===== config.mk =====
export PLATFORM = sky130hd
export DESIGN_NAME = uart_boot_loader
export DESIGN_NICKNAME = d
export VERILOG_FILES = /design/src/rtl/uart_boot_loader.sv
export SDC_FILE = /design/constraint.sdc
export NUM_CORES = 1
export LEC_CHECK = 0
export BUFFER_PORTS_ARGS = -buffer_cell sky130_fd_sc_hd__clkbuf_2
export CAP_MARGIN = 20
export CORE_UTILIZATION = 45
export CTS_BUF_LIST = sky130_fd_sc_hd__clkbuf_8
export CTS_CLUSTER_DIAMETER = 150
export DETAILED_ROUTE_END_ITERATION = 8
export GPL_ROUTABILITY_DRIVEN = 0
export GPL_TIMING_DRIVEN = 0
export SETUP_SLACK_MARGIN = 0.4
export SLEW_MARGIN = 20
export SYNTH_ARGS = -nofsm -noshare
export SYNTH_HDL_FRONTEND = slang
export SYNTH_SLANG_ARGS = --single-unit

===== constraint.sdc =====
create_clock -name clock -period 4.3 [get_ports clock]
set_input_delay 0.86 -clock clock [delete_from_list [all_inputs] [get_ports clock]]
set_output_delay 0.86 -clock clock [all_outputs]
set_load 0.005 [all_outputs]

===== src/rtl/uart_boot_loader.sv =====
// UART boot loader: receives a framed image over the uart byte stream, writes it to
// memory as 32-bit words, answers ACK/NAK and releases the CPU from reset on success.
//
// state   | meaning
// HUNT    | discard bytes until the 0xB0 sync byte
// ADDR    | collect 4 load-address bytes, little-endian
// LEN     | collect 2 payload-length bytes, little-endian
// DATA    | pack payload into words and issue memory writes
// CHECK   | receive the checksum byte
// DRAIN   | wait for the last memory write to be accepted
// RESPOND | send ACK/NAK, then release the CPU or flag an error
module uart_boot_loader #(
  parameter int unsigned TIMEOUT_CYCLES = 1000000
) (
  input  logic        clock,
  input  logic        reset_n,
  input  logic        rx_complete,
  input  logic [7:0]  rx_data,
  output logic        tx_valid,
  output logic [7:0]  tx_data,
  input  logic        tx_complete,
  output logic        mem_request,
  output logic [31:0] mem_address,
  output logic [31:0] mem_wdata,
  output logic [3:0]  mem_wmask,
  input  logic        mem_ack,
  output logic        cpu_reset,
  output logic [31:0] boot_address,
  output logic        boot_done,
  output logic        boot_error
);

  localparam logic [7:0] SYNC_BYTE = 8'hB0;
  localparam logic [7:0] ACK_BYTE  = 8'h06;
  localparam logic [7:0] NAK_BYTE  = 8'h15;
  localparam int unsigned IW = $clog2(TIMEOUT_CYCLES + 1);
  localparam logic [IW-1:0] IDLE_LOAD = IW'(TIMEOUT_CYCLES - 1);

  typedef enum logic [2:0] {HUNT, ADDR, LEN, DATA, CHECK, DRAIN, RESPOND} state_t;

  state_t        state;
  logic [1:0]    byte_cnt;
  logic [1:0]    lane;
  logic [31:0]   addr_reg;
  logic [7:0]    len_lo;
  logic [15:0]   remaining;
  logic [7:0]    sum;
  logic [31:0]   word_buf;
  logic [31:0]   wr_addr;
  logic [IW-1:0] idle_cnt;

  logic [7:0]  sum_next;
  logic [15:0] len_full;
  logic [31:0] word_next;
  logic [3:0]  mask_next;
  logic        word_done;
  logic        last_byte;
  logic        timeout;

  always_comb begin
    sum_next  = sum + rx_data;
    len_full  = {rx_data, len_lo};
    word_next = word_buf;
    word_next[{lane, 3'b000} +: 8] = rx_data;
    case (lane)
      2'd0:    mask_next = 4'b0001;
      2'd1:    mask_next = 4'b0011;
      2'd2:    mask_next = 4'b0111;
      default: mask_next = 4'b1111;
    endcase
    last_byte = (remaining == 16'd1);
    word_done = (lane == 2'd3) || last_byte;
    // Idle timer only matters while a frame is being received.
    timeout   = (idle_cnt == '0) && !rx_complete &&
                (state == ADDR || state == LEN || state == DATA || state == CHECK);
  end

  always_ff @(posedge clock or negedge reset_n) begin
    if (!reset_n) begin
      state        <= HUNT;
      byte_cnt     <= 2'd0;
      lane         <= 2'd0;
      addr_reg     <= 32'd0;
      len_lo       <= 8'd0;
      remaining    <= 16'd0;
      sum          <= 8'd0;
      word_buf     <= 32'd0;
      wr_addr      <= 32'd0;
      idle_cnt     <= IDLE_LOAD;
      tx_valid     <= 1'b0;
      tx_data      <= 8'd0;
      mem_request  <= 1'b0;
      mem_address  <= 32'd0;
      mem_wdata    <= 32'd0;
      mem_wmask    <= 4'd0;
      cpu_reset    <= 1'b1;
      boot_address <= 32'd0;
      boot_done    <= 1'b0;
      boot_error   <= 1'b0;
    end else begin
      boot_done <= 1'b0;
      if (mem_request && mem_ack)
        mem_request <= 1'b0;

      if (rx_complete || state == HUNT || state == DRAIN || state == RESPOND)
        idle_cnt <= IDLE_LOAD;
      else if (idle_cnt != '0)
        idle_cnt <= idle_cnt - IW'(1);

      case (state)
        HUNT: begin
          if (rx_complete && rx_data == SYNC_BYTE) begin
            cpu_reset  <= 1'b1;
            boot_error <= 1'b0;
            sum        <= 8'd0;
            byte_cnt   <= 2'd0;
            state      <= ADDR;
          end
        end
        ADDR: begin
          if (timeout) begin
            boot_error <= 1'b1;
            state      <= HUNT;
          end else if (rx_complete) begin
            addr_reg[{byte_cnt, 3'b000} +: 8] <= rx_data;
            sum      <= sum_next;
            byte_cnt <= byte_cnt + 2'd1;
            if (byte_cnt == 2'd3)
              state <= LEN;
          end
        end
        LEN: begin
          if (timeout) begin
            boot_error <= 1'b1;
            state      <= HUNT;
          end else if (rx_complete) begin
            sum      <= sum_next;
            byte_cnt <= byte_cnt + 2'd1;
            if (byte_cnt == 2'd0) begin
              len_lo <= rx_data;
            end else begin
              byte_cnt  <= 2'd0;
              remaining <= len_full;
              lane      <= 2'd0;
              word_buf  <= 32'd0;
              wr_addr   <= addr_reg & 32'hFFFF_FFFC;
              state     <= (len_full == 16'd0) ? CHECK : DATA;
            end
          end
        end
        DATA: begin
          if (timeout) begin
            boot_error <= 1'b1;
            state      <= HUNT;
          end else if (rx_complete) begin
            sum       <= sum_next;
            remaining <= remaining - 16'd1;
            if (word_done) begin
              // Single holding register: a still-pending write means overrun.
              if (mem_request && !mem_ack) begin
                boot_error <= 1'b1;
                state      <= HUNT;
              end else begin
                mem_request <= 1'b1;
                mem_address <= wr_addr;
                mem_wdata   <= word_next;
                mem_wmask   <= mask_next;
                wr_addr     <= wr_addr + 32'd4;
                word_buf    <= 32'd0;
                lane        <= 2'd0;
                if (last_byte)
                  state <= CHECK;
              end
            end else begin
              word_buf <= word_next;
              lane     <= lane + 2'd1;
            end
          end
        end
        CHECK: begin
          if (timeout) begin
            boot_error <= 1'b1;
            state      <= HUNT;
          end else if (rx_complete) begin
            sum   <= sum_next;
            state <= DRAIN;
          end
        end
        DRAIN: begin
          if (!mem_request)
            state <= RESPOND;
        end
        RESPOND: begin
          if (!tx_valid) begin
            tx_valid <= 1'b1;
            tx_data  <= (sum == 8'd0) ? ACK_BYTE : NAK_BYTE;
          end else if (tx_complete) begin
            tx_valid <= 1'b0;
            state    <= HUNT;
            if (tx_data == ACK_BYTE) begin
              cpu_reset    <= 1'b0;
              boot_address <= addr_reg & 32'hFFFF_FFFC;
              boot_done    <= 1'b1;
            end else begin
              boot_error <= 1'b1;
            end
          end
        end
        default: state <= HUNT;
      endcase
    end
  end

endmodule


Word-level counts from Yosys, hierarchy flattened

Cells that the tools add are included.

Output and inout bits: 113
Register bits: 266
Word-level logic and storage cells: 211

Shifts and indexed selects: 4
Bitwise gates (word level): 3
Add/subtract/negate cells: 8
Eq/ne operators: 41
Multiplexer cells: 93
Reductions and logical operators: 42

Operators by type and width:

| kind                                                  | count |
|---|---|
| two-way mux 32 bit                                    | 14 |
| case mux 32 bit (2 select lines)                      | 2 |
| two-way mux 16 bit                                    | 5 |
| bitwise mux 32 bit                                    | 2 |
| variable shift 8 x 7 -> 32 bit (first input constant) | 2 |
| variable part select 8 x 7 -> 32 bit                  | 2 |
| two-way mux 3 bit                                     | 18 |
| two-way mux 20 bit                                    | 2 |
| adder 32 x 3 -> 32 bit (second input constant)        | 1 |
| case mux 16 bit (2 select lines)                      | 1 |
| != test 2 bit (second input constant)                 | 14 |
| two-way mux 2 bit                                     | 13 |
| two-way mux 1 bit                                     | 25 |
| two-way mux 8 bit                                     | 3 |
| != test 3 bit (second input constant)                 | 7 |
| case mux 3 bit (7 select lines)                       | 1 |
| zero test 20 bit                                      | 1 |
| nonzero test 20 bit                                   | 1 |
| subtractor 20 x 1 -> 20 bit (second input constant)   | 1 |
| equality test 16 x 1 -> 1 bit (second input constant) | 1 |
| zero test 16 bit                                      | 1 |
| case mux 8 bit (2 select lines)                       | 1 |
| subtractor 16 x 1 -> 16 bit (second input constant)   | 1 |
| negation 5 -> 7 bit                                   | 2 |
| other kinds (39)                                      | 70 |

Logic depth before layout (Yosys ltp)

Gate-level depths: netlist (run 1).

Word-level depth: 7
Depth in mapped cells: 12

Least setup slack after synthesis (run 1)

Ideal clock, no wire load.

Kind: register -> register
From: register lane[0]
To: register word_buf[16]
Buffers on the path: 1
Slack: 1.546 ns
Stages on the path, launching flop included: 8
Setup time: 0.068 ns
Arrival time: 2.686 ns
Data required time: 4.232 ns
Cells stage by stage: dfrtp_1 -> inv_1 -> ha_1 -> clkbuf_1 -> nor4b_1 -> nand3_1 -> nor3_1 -> a22o_1

Cells in the longest elaborated chain, start to end: 7
Elaborated cells on any way between the ends: 12
Those cells by class: 1 x add/sub; 2 x eq/ne; 2 x shift; 5 x mux; 2 x reduce/logical

Ends and longest elaborated chain:

| item                                                                                   | RTL line | source |
|---|---|---|
| from (decl)                                                                            | 43       | `logic [1:0] lane;` |
| from (signal assigned)                                                                 | 176      | `lane <= lane + 2'd1;` |
| negation 5 -> 7 bit                                                                    | 64       | `word_next[{lane, 3'b000} +: 8] = rx_data;` |
| variable part select 8 x 7 -> 32 bit or variable shift 8 x 7 -> 32 bit (tied branches) | 64       |  |
| bitwise mux 32 bit                                                                     | 64       |  |
| two-way mux 32 bit                                                                     | 158      | `if (word_done) begin` |
| two-way mux 32 bit                                                                     | 155      | `end else if (rx_complete) begin` |
| two-way mux 32 bit                                                                     | 152      | `if (timeout) begin` |
| case mux 32 bit (2 select lines)                                                       | 110      | `case (state)` |
| to (signal assigned)                                                                   | 175      | `word_buf <= word_next;` |
| to (decl)                                                                              | 48       | `logic [31:0] word_buf;` |

Parallel ways exist; a longest one is shown, timed or not. The select of a mux whose other input is x is not followed.
A chain may end at the register's enable or synchronous reset.

Worst setup path in the final report (run 1)

From: register remaining[1]
To: register mem_address[24]

Cells in the longest elaborated chain, start to end: 3

Ends and longest elaborated chain:

| item                          | RTL line | source |
|---|---|---|
| from (decl)                   | 46       | `logic [15:0] remaining;` |
| from (signal assigned)        | 143      | `remaining <= len_full;` |
| from (signal assigned)        | 157      | `remaining <= remaining - 16'd1;` |
| equality test 16 x 1 -> 1 bit | 71       | `last_byte = (remaining == 16'd1);` |
| logical OR 1 bit              | 72       | `word_done = (lane == 2'd3) \|\| last_byte;` |
| AND reduction 5 bit (no line) | --       |  |
| to (signal assigned)          | 165      | `mem_address <= wr_addr;` |
| to (decl)                     | 23       | `output logic [31:0] mem_address,` |

No other way between the ends.

==> flow_summary.yaml, run 1 <==
synth:
  netlist-cell-type-count: 72
  synth-main-ff-cell: "dfrtp_1"
  synthesis.instances: 1226
  synth.largest_area_cell: "dfrtp_1"
  synth_top_family_by_area: "compound AO/OA/AOI/OAI gates"
  muxShareOfSynthArea: 0.0639
  postSynthRegisterBits: 255
  largest_cells_by_area_after_synthesis: "dfrtp_1, mux2_2, nand2_1"
  synth.cell_area_um2: 12200
  postSynthAreaPerCell_um2: 9.95
  synth-compound-area-share: 0.169
  yosys_warnings: 0
  post_synth_fa_ha_maj_area_fraction: 0.0281
  ys_seq_area_frac: 0.525
  synth_simple_gate_area_share: 0.164
  synth_top_area_share: 0.497
  synthXorXnorAreaFrac: 0.0158
  synth-edff-count: 0
  async_reset_ff_frac: 1.00
timing:
  timing.clock.skew_ps: 23.6
  fin_worst_hold_slack_ps: 270
  hold_violations: 0
  report.final.setup_viol: 0
  tightestPinTransition_ps: 1030
  number_of_max_slew_violations_in_the_final_report: 0
  final_min_period_over_clock_period: 0.816
  rsz_0062_raised_after_global_routing: "no"
  maximum_clock_frequency_mhz: 285
  setup_total_negative_slack_ps: 0
  slew-limit-headroom: 0.302
  period_needed_ps: 3510
  final_critical_path_setup_slack_ps: 792
placement:
  place.port_buffers: 115
  placedInstanceArea_um2: 13300
  hpwlAfterDp_mm: 23.8
  dp_worst_setup_slack_ps: 627
  numPlacedInstances: 1686
global_route:
  grt_antenna_before_repair: 0
  grt_pass1_wl_mm: 55.6
  pin_count_of_the_biggest_net_entering_global_routing: 78
  gr-total-overflow: 0
  number_of_global_route_vias_before_repair: 9899
  global_route.usage.total: 0.255
pwr:
  worst_ir_drop_vdd_v: 0.000343
  cellPowerDensity_nw_per_um2: 567
  total_power_mw: 8.10
  p_leak_nw: 6.49
drt:
  drt_drc_violations_left: 7
  total_number_of_vias: 10100
  drt-vias-per-instance: 5.72
  finalWirelength_mm: 34.7
  ant_nets: 0
  drt_pass1_iterations: 9
  post_drt_wl_per_cell_um: 19.6
  detailedRoute.firstIterationViolations: 761
clocking:
  clock_insertion_delay_worst_skew_ps: 570
  clkSinkCount: 255
  cts_inserted_buffers: 45
  maximum_level_of_the_cts_h_tree: 2
  cts_tree: "done"
  cts_buffer_depth: 3
  cts.reportedPaths.clkPinSlew_ps: 60
  cts_root_buffer: "clkbuf_8"
layout:
  n_antenna_cell: 0
  layout.cells.most_common_list: "dfrtp_1, nand2_1, clkbuf_2"
  layout.nets: 1437
  multi_input_comb_area_um2: 5450
  mostFrequentLayoutCell: "dfrtp_1"
  fillCellCount: 2465
  final_design_area_no_fill_um2: 14300
  area_delta_synth_final_pct: 17.3
  final_util: 0.543
  final-instance-count-excl-fill: 1769
  regArea_um2: 6400
  drive_above_1_share: 0.215
  top_regs: "mem_wdata x32, word_buf x32"
status:
  violations: "DRC"
  outcome: "complete, but fails checks"
floorplanning:
  initial_core_util: 0.463
  placeableCoreArea_um2: 26400
  placementRows: 59
  io_pins: 126
  die_h_um: 167
  die_w_um: 167
  die_area_um2: 27800
critical_path:
  required_ps: 4730
  cp.arrival_ps: 3940
  worstPathMaxFanout: 10
  worstSetupEndpointType: "register"
  worstSetupPathType: "reg2reg"
  start_kind: "register"
flow_run:
  cap_violations: 0
min_path:
  worst_hold_path_type: "in2async"
## layer usage
layer / vias up / GRT usage / share of wire
met2: 358 / 0.377 / 0.44
met1: 4964 / 0.373 / 0.47
met5: - / 0 / 0
met3: 75 / 0.0440 / 0.065
li1: 4727 / - / -
met4: 0 / 0.0962 / 0.028
## layout make-up
class	instances	area share
Buffer	79	0.0240
Clock buffer	63	0.0606
Clock inverter	20	0.00612
Inverter	19	0.00499
Multi-Input combinational cell	880	0.381
Sequential cell	255	0.447
Tap cell	335	0.0293
Timing Repair Buffer	118	0.0466
## Yosys cell counts, types with 5 or more instances
| master | instances |
|---|---|
| a22o_1 | 36 |
| nor3_1 | 33 |
| o21ai_1 | 5 |
| and3_1 | 5 |
| nand3_1 | 30 |
| xor2_1 | 10 |
| o21ai_0 | 111 |
| nor2_1 | 65 |
| buf_4 | 9 |
| dfstp_2 | 13 |
| clkbuf_1 | 57 |
| nor4_1 | 14 |
| nand2_1 | 180 |
| o31ai_1 | 13 |
| o21a_1 | 5 |
| ha_1 | 25 |
| nand4_1 | 10 |
| xnor2_1 | 12 |
| a2bb2oi_1 | 5 |
| inv_1 | 19 |
| buf_1 | 8 |
| nor2b_1 | 39 |
| a21oi_1 | 93 |
| mux2_2 | 67 |
| dfrtp_1 | 242 |
| a31oi_1 | 8 |
| o22ai_1 | 19 |
| o22a_1 | 6 |
| nor3b_1 | 9 |
| or4_1 | 5 |
## what timing repair did
item	4_1_cts	5_1_grt
gates resized for setup	0	1
buffers inserted	0	0
setup endpoints to repair	0	6
hold buffers	0	0
## final timing paths
path | start | to | slack (ps) | cells past startpoint
max | remaining[1]$_DFFE_PN0P_ | mem_address[24]$_DFFE_PN0P_ | 790 | 11
min | reset_n | remaining[6]$_DFFE_PN0P_ | 270 | 1
max reg2reg | remaining[1]$_DFFE_PN0P_ | mem_address[24]$_DFFE_PN0P_ | 790 | 11
min reg2reg | mem_wmask[0]$_DFFE_PN0P_ | mem_wmask[0]$_DFFE_PN0P_ | 470 | 1
max in group asynchronous | reset_n | idle_cnt[7]$_DFFE_PN0P_ | 2960 | 3
min in group clock | mem_wmask[0]$_DFFE_PN0P_ | mem_wmask[0]$_DFFE_PN0P_ | 470 | 1
## kinds of logic after synthesis
group,count (synthesis)
DFF,255
muxes,69
other,1
AOI/OAI and AO/OA,336
buffers and inverters,98
adders and majority gates,27
and+or+nand+nor,418
xor gates and xnor gates,22
## critical path, cell delays in order (launching register included)
cell	delay, ps
dfrtp_1	370
inv_1	80
ha_1	180
nor4b_1	150
and4_1	150
buf_2	190
nor2_2	600
or3_1	200
clkbuf_1	400
buf_2	360
buf_2	330
mux2_2	370
## where the power goes
group	switching (mW)	internal [mW]
Sequential	0.468	2.87
Clock	1.02	1.30
Combinational	1.53	0.923
(Power assumes the default switching activity.)
==> inputs of run 2 (changes only) <==
Settings changed: PLACE_DENSITY set to 0.66.
Clock period 4.3 ns to 2.97 ns, I/O delays scaled along.
==> flow_summary.yaml, run 2 (synthesis results as in run 1) <==
layout:
  layout.cells.most_common_list: "dfrtp_1, nand2_1, clkbuf_2"
  final-instance-count-excl-fill: 1787
  layout.nets: 1458
  drive_above_1_share: 0.264
  top_regs: "mem_wdata x32, word_buf x32"
  mostFrequentLayoutCell: "dfrtp_1"
  area_delta_synth_final_pct: 20.6
  n_antenna_cell: 0
  final_design_area_no_fill_um2: 14700
critical_path:
  timing.critical_path.max_delay_family: "simple AND/OR/NAND/NOR gates"
  slowest_library_cell_on_the_worst_path: "or4_4"
  r2r-end: "state[0]$_DFFE_PN0P_"
  worstSetupEndpointType: "register"
  required_ps: 3400
  timing.critical_path.buf_inv: 1
  crit_end: "state[0]$_DFFE_PN0P_"
  worstPathMaxFanout: 9
  cp.arrival_ps: 3010
  start_kind: "register"
  crit_path_start: "idle_cnt[4]$_DFFE_PN1P_"
  worstSetupPathType: "reg2reg"
  crit_path_max_incr_delay_ps: 540
  r2r_path_start: "idle_cnt[4]$_DFFE_PN1P_"
  setup.reg_to_reg.worst_slack_ps: 390
  critical_path.cell_chain: "or4_4 > or4_4 > buf_6 > nor4_4 > a21oi_2 > or2_4 > mux2_4"
  critical-path-top-cell-by-count: "or4_4"
  timing.reg2reg.worst_path_depth: 7
  cp_num_cells: 7
floorplanning:
  die_h_um: 167
  io_pins: 126
  placementRows: 59
  placeableCoreArea_um2: 26400
  die_w_um: 167
  die_area_um2: 27800
  initial_core_util: 0.463
drt:
  drt-vias-per-instance: 5.79
  post_drt_wl_per_cell_um: 19.3
  total_number_of_vias: 10300
  finalWirelength_mm: 34.5
  drt_pass1_iterations: 7
  detailedRoute.firstIterationViolations: 926
  ant_nets: 0
  drt_drc_violations_left: 14
timing:
  report.final.setup_viol: 0
  final_min_period_over_clock_period: 0.868
  number_of_max_slew_violations_in_the_final_report: 0
  rsz_0062_raised_after_global_routing: "yes"
  period_needed_ps: 2580
  maximum_clock_frequency_mhz: 388
  hold_violations: 0
  slew-limit-headroom: 0.277
  timing.clock.skew_ps: 23.2
  tightestPinTransition_ps: 1080
  fin_worst_hold_slack_ps: 417
clocking:
  clkSinkCount: 255
  cts_inserted_buffers: 44
  cts_root_buffer: "clkbuf_8"
  cts_buffer_depth: 3
  cts.reportedPaths.clkPinSlew_ps: 60
  maximum_level_of_the_cts_h_tree: 2
  clock_insertion_delay_worst_skew_ps: 560
  cts_tree: "done"
min_path:
  worst_hold_path_type: "in2reg"
  min-delay-start: "rx_complete"
global_route:
  grt_pass1_wl_mm: 55.4
  grt_antenna_before_repair: 0
  number_of_global_route_vias_before_repair: 9914
  pin_count_of_the_biggest_net_entering_global_routing: 85
  global_route.usage.total: 0.252
  gr-total-overflow: 0
pwr:
  cellPowerDensity_nw_per_um2: 808
  netSwitchingPower_mw: 4.50
  share_comb_of_total_power: 0.319
  cellInternalPower_mw: 7.38
  worst_ir_drop_vdd_v: 0.000359
  p_clk_frac: 0.270
  power_frac_seq: 0.411
  p_leak_nw: 6.76
  power.switching_fraction: 0.379
placement:
  numPlacedInstances: 1687
  hpwlAfterDp_mm: 23.5
  place.port_buffers: 115
  placedInstanceArea_um2: 13300
flow_run:
  cap_violations: 0
status:
  violations: "DRC"
  outcome: "complete, but fails checks"
[run 2: changes by cell type in the layout (fill, tap and decap cells not counted), sizes merged]
cell         before  now
buf              25   48
clkbuf          235  225
inv              31   34
bufinv            0    1
dlygate4sd3       0    1
[run 2: power groups by stage]
stage	Combinational, mW	Clock [mW]	Sequential, mW
detailed placement	3.49	0	4.88
global placement	3.39	0	4.86
floorplan	2.47	0	4.65
CTS	3.66	3.27	4.85
global route	4.18	3.42	4.97
finish	3.79	3.21	4.88
[run 2: layer usage]
metal / vias to the layer above / share of wire / wire [um] / track usage
met1: 5044 / 0.44 / 15200 / 0.353
met5: - / 0 / 0 / 0
met2: 438 / 0.46 / 15800 / 0.391
li1: 4763 / - / - / -
met4: 0 / 0.035 / 1220 / 0.0966
met3: 93 / 0.068 / 2350 / 0.0421
[run 2: worst reg2reg max path: cells and delay by family (launching register included)]
family / cells / cell delay [ps]
AND/OR/NAND/NOR: 4 / 1560
flip-flops: 1 / 380
multiplexers: 1 / 290
buffers and inverters: 1 / 160
AO/OA/AOI/OAI: 1 / 80
[run 2: worst min path at each step]
stage	cells after the start	endpoint	slack [ps]
2_1_floorplan	0	addr_reg[10]$_DFFE_PN0P_	300
3_3_place_gp	1	mem_wmask[0]$_DFFE_PN0P_	450
3_5_place_dp	1	mem_wmask[0]$_DFFE_PN0P_	450
4_1_cts	3	mem_request$_DFF_PN0_	390
5_1_grt	3	mem_request$_DFF_PN0_	410
6_report	3	mem_request$_DFF_PN0_	420
[run 2: timing repair]
action,in CTS,in global routing
hold buffers,1,0
setup buffers,15,5
endpoints found under the hold margin,24,0
resized for setup,55,62
endpoints found under the setup margin,176,173
pin swaps,7,5
[run 2: layout make-up]
cell class,instances,area (um2)
plain buffers,79,420
clock buffers,55,757
clock inverters,24,134
fillers,2332,11600
inverters,19,75.1
multi-input cells,880,5670
flip-flops and latches,255,6400
well taps,335,419
repair buffers,140,835
[run 2: through the flow]
step	total power [mW]	TNS (ps)	setup slack, ps	util
floorplan	7.12	0	418	-
global placement	8.25	-1033420	-4020	0.502
detailed placement	8.36	-34450	-474	0.506
CTS	11.8	0	317	0.553
global route	12.6	0	351	0.558
finish	11.9	0	392	0.558
==> inputs of run 3 (changes only) <==
Settings changed: ABC_AREA set to 0, PLACE_DENSITY 0.66 to 0.62.
==> flow_summary.yaml, run 3 (synthesis results as in run 1) <==
drt:
  detailedRoute.firstIterationViolations: 785
  post_drt_wl_per_cell_um: 19.4
  drt-vias-per-instance: 5.71
  drt_pass1_iterations: 9
  drt_drc_violations_left: 5
  total_number_of_vias: 10300
  finalWirelength_mm: 34.8
  ant_nets: 0
critical_path:
  cp.arrival_ps: 3020
  r2r-end: "state[0]$_DFFE_PN0P_"
  crit_end: "state[0]$_DFFE_PN0P_"
  r2r_path_start: "idle_cnt[7]$_DFFE_PN0P_"
  worstSetupPathType: "reg2reg"
  setup.reg_to_reg.worst_slack_ps: 380
  crit_path_max_incr_delay_ps: 540
  crit_path_start: "idle_cnt[7]$_DFFE_PN0P_"
  critical_path.cell_chain: "or4_4 > or4_4 > buf_8 > nor4_4 > a21oi_2 > or2_4 > mux2_4"
  worstPathMaxFanout: 7
  worstSetupEndpointType: "register"
  required_ps: 3400
  timing.reg2reg.worst_path_depth: 7
  start_kind: "register"
  slowest_library_cell_on_the_worst_path: "or4_4"
  critical-path-top-cell-by-count: "or4_4"
timing:
  rsz_0062_raised_after_global_routing: "yes"
  final_critical_path_setup_slack_ps: 380
  report.final.setup_viol: 0
  period_needed_ps: 2590
  maximum_clock_frequency_mhz: 386
  hold_violations: 0
  setup_total_negative_slack_ps: 0
  number_of_max_slew_violations_in_the_final_report: 0
  timing.clock.skew_ps: 21.6
  tightestPinTransition_ps: 898
  slew-limit-headroom: 0.400
  final_min_period_over_clock_period: 0.872
floorplanning:
  placementRows: 59
  initial_core_util: 0.463
  die_h_um: 167
  die_area_um2: 27800
  io_pins: 126
  die_w_um: 167
  placeableCoreArea_um2: 26400
flow_run:
  cap_violations: 0
global_route:
  pin_count_of_the_biggest_net_entering_global_routing: 76
  global_route.usage.total: 0.255
  grt_pass1_wl_mm: 56.0
  grt_antenna_before_repair: 0
  gr-total-overflow: 0
  number_of_global_route_vias_before_repair: 9909
layout:
  top_regs: "mem_wdata x32, word_buf x32"
  area_delta_synth_final_pct: 20.9
  mostFrequentLayoutCell: "dfrtp_1"
  regArea_um2: 6400
  n_antenna_cell: 0
  fillCellCount: 2378
  multi_input_comb_area_um2: 5700
  layout.nets: 1468
  final_design_area_no_fill_um2: 14700
  final_util: 0.560
  layout.cells.most_common_list: "dfrtp_1, nand2_1, clkbuf_2"
  drive_above_1_share: 0.265
pwr:
  cellInternalPower_mw: 7.24
  power_frac_seq: 0.415
  p_leak_nw: 6.77
  cellPowerDensity_nw_per_um2: 796
  worst_ir_drop_vdd_v: 0.000389
  p_clk_frac: 0.254
  netSwitchingPower_mw: 4.50
  power.switching_fraction: 0.383
  share_comb_of_total_power: 0.331
clocking:
  cts_buffer_depth: 3
  ctsHoldBuffers: 0
  cts_inserted_buffers: 44
  cts.reportedPaths.clkPinSlew_ps: 60
  cts_tree: "done"
  maximum_level_of_the_cts_h_tree: 2
  clkSinkCount: 255
  cts_root_buffer: "clkbuf_8"
  clock_insertion_delay_worst_skew_ps: 560
placement:
  dp_worst_setup_slack_ps: -552
  place.port_buffers: 115
  placedInstanceArea_um2: 13300
  hpwlAfterDp_mm: 23.8
status:
  outcome: "complete, but fails checks"
  violations: "DRC"
min_path:
  worst_hold_path_type: "in2async"
## run 3: cell types whose count changed in the layout (fill, tap and decap cells not counted), sizes merged
cell / before / now
buf: 48 / 58
bufinv: 1 / 0
clkbuf: 225 / 222
clkinv: 7 / 3
clkinvlp: 1 / 3
dlygate4sd3: 1 / 0
inv: 34 / 39
## run 3: area by class of cell
| type | count | area share |
|---|---|---|
| plain buffers | 79 | 0.0287 |
| clock buffers | 51 | 0.0476 |
| clock inverters | 26 | 0.00738 |
| inverters | 19 | 0.00509 |
| multi-input cells | 880 | 0.387 |
| flip-flops and latches | 255 | 0.434 |
| well taps | 335 | 0.0284 |
| repair buffers | 150 | 0.0625 |
## run 3: worst max-delay path, delay by kind of cell (launching register included)
| family | cells | cell delay, ps |
|---|---|---|
| simple gates | 4 | 1550 |
| buf+inv | 1 | 150 |
| mux | 1 | 300 |
| compound gates | 1 | 90 |
| flops | 1 | 380 |
## run 3: layer usage
metal,part of all wire,GRT usage,up-vias
met5,0,0,-
met4,0.017,0.0721,0
met3,0.073,0.0409,61
met2,0.45,0.391,403
met1,0.46,0.373,5002
li1,-,-,4790
## run 3: power by group through the flow
stage,logic [mW],clock network (mW),registers [mW]
floorplan,2.47,0,4.65
finish,3.88,2.98,4.88
CTS,3.64,3.04,4.82
global route,4.28,3.21,4.96
global placement,3.40,0,4.85
detailed placement,3.49,0,4.87
## run 3: what timing repair did
action | CTS | global route
buffers inserted | 13 | 17
gates cloned | 1 | 0
pin swaps | 6 | 7
endpoints found under the setup margin | 178 | 171
gates resized for setup | 61 | 52
## run 3: how the worst min path moves through the flow
stage / end / slack (ps) / cells past startpoint
finish: mem_wdata[28]$_DFFE_PN0P_ / 30 / 1
CTS: wr_addr[25]$_DFFE_PN0P_ / 20 / 1
detailed placement: mem_wmask[0]$_DFFE_PN0P_ / 450 / 1
global route: wr_addr[25]$_DFFE_PN0P_ / 50 / 1
global placement: mem_wmask[0]$_DFFE_PN0P_ / 450 / 1
floorplan: addr_reg[10]$_DFFE_PN0P_ / 300 / 0
## run 3: stage by stage
stage	hold WS [ps]	total power, mW	cells
2_1_floorplan	298	7.12	1233
3_3_place_gp	448	8.25	1683
3_5_place_dp	451	8.36	1687
4_1_cts	20.2	11.5	1778
5_1_grt	47.6	12.5	1795
6_report	26.4	11.7	1795
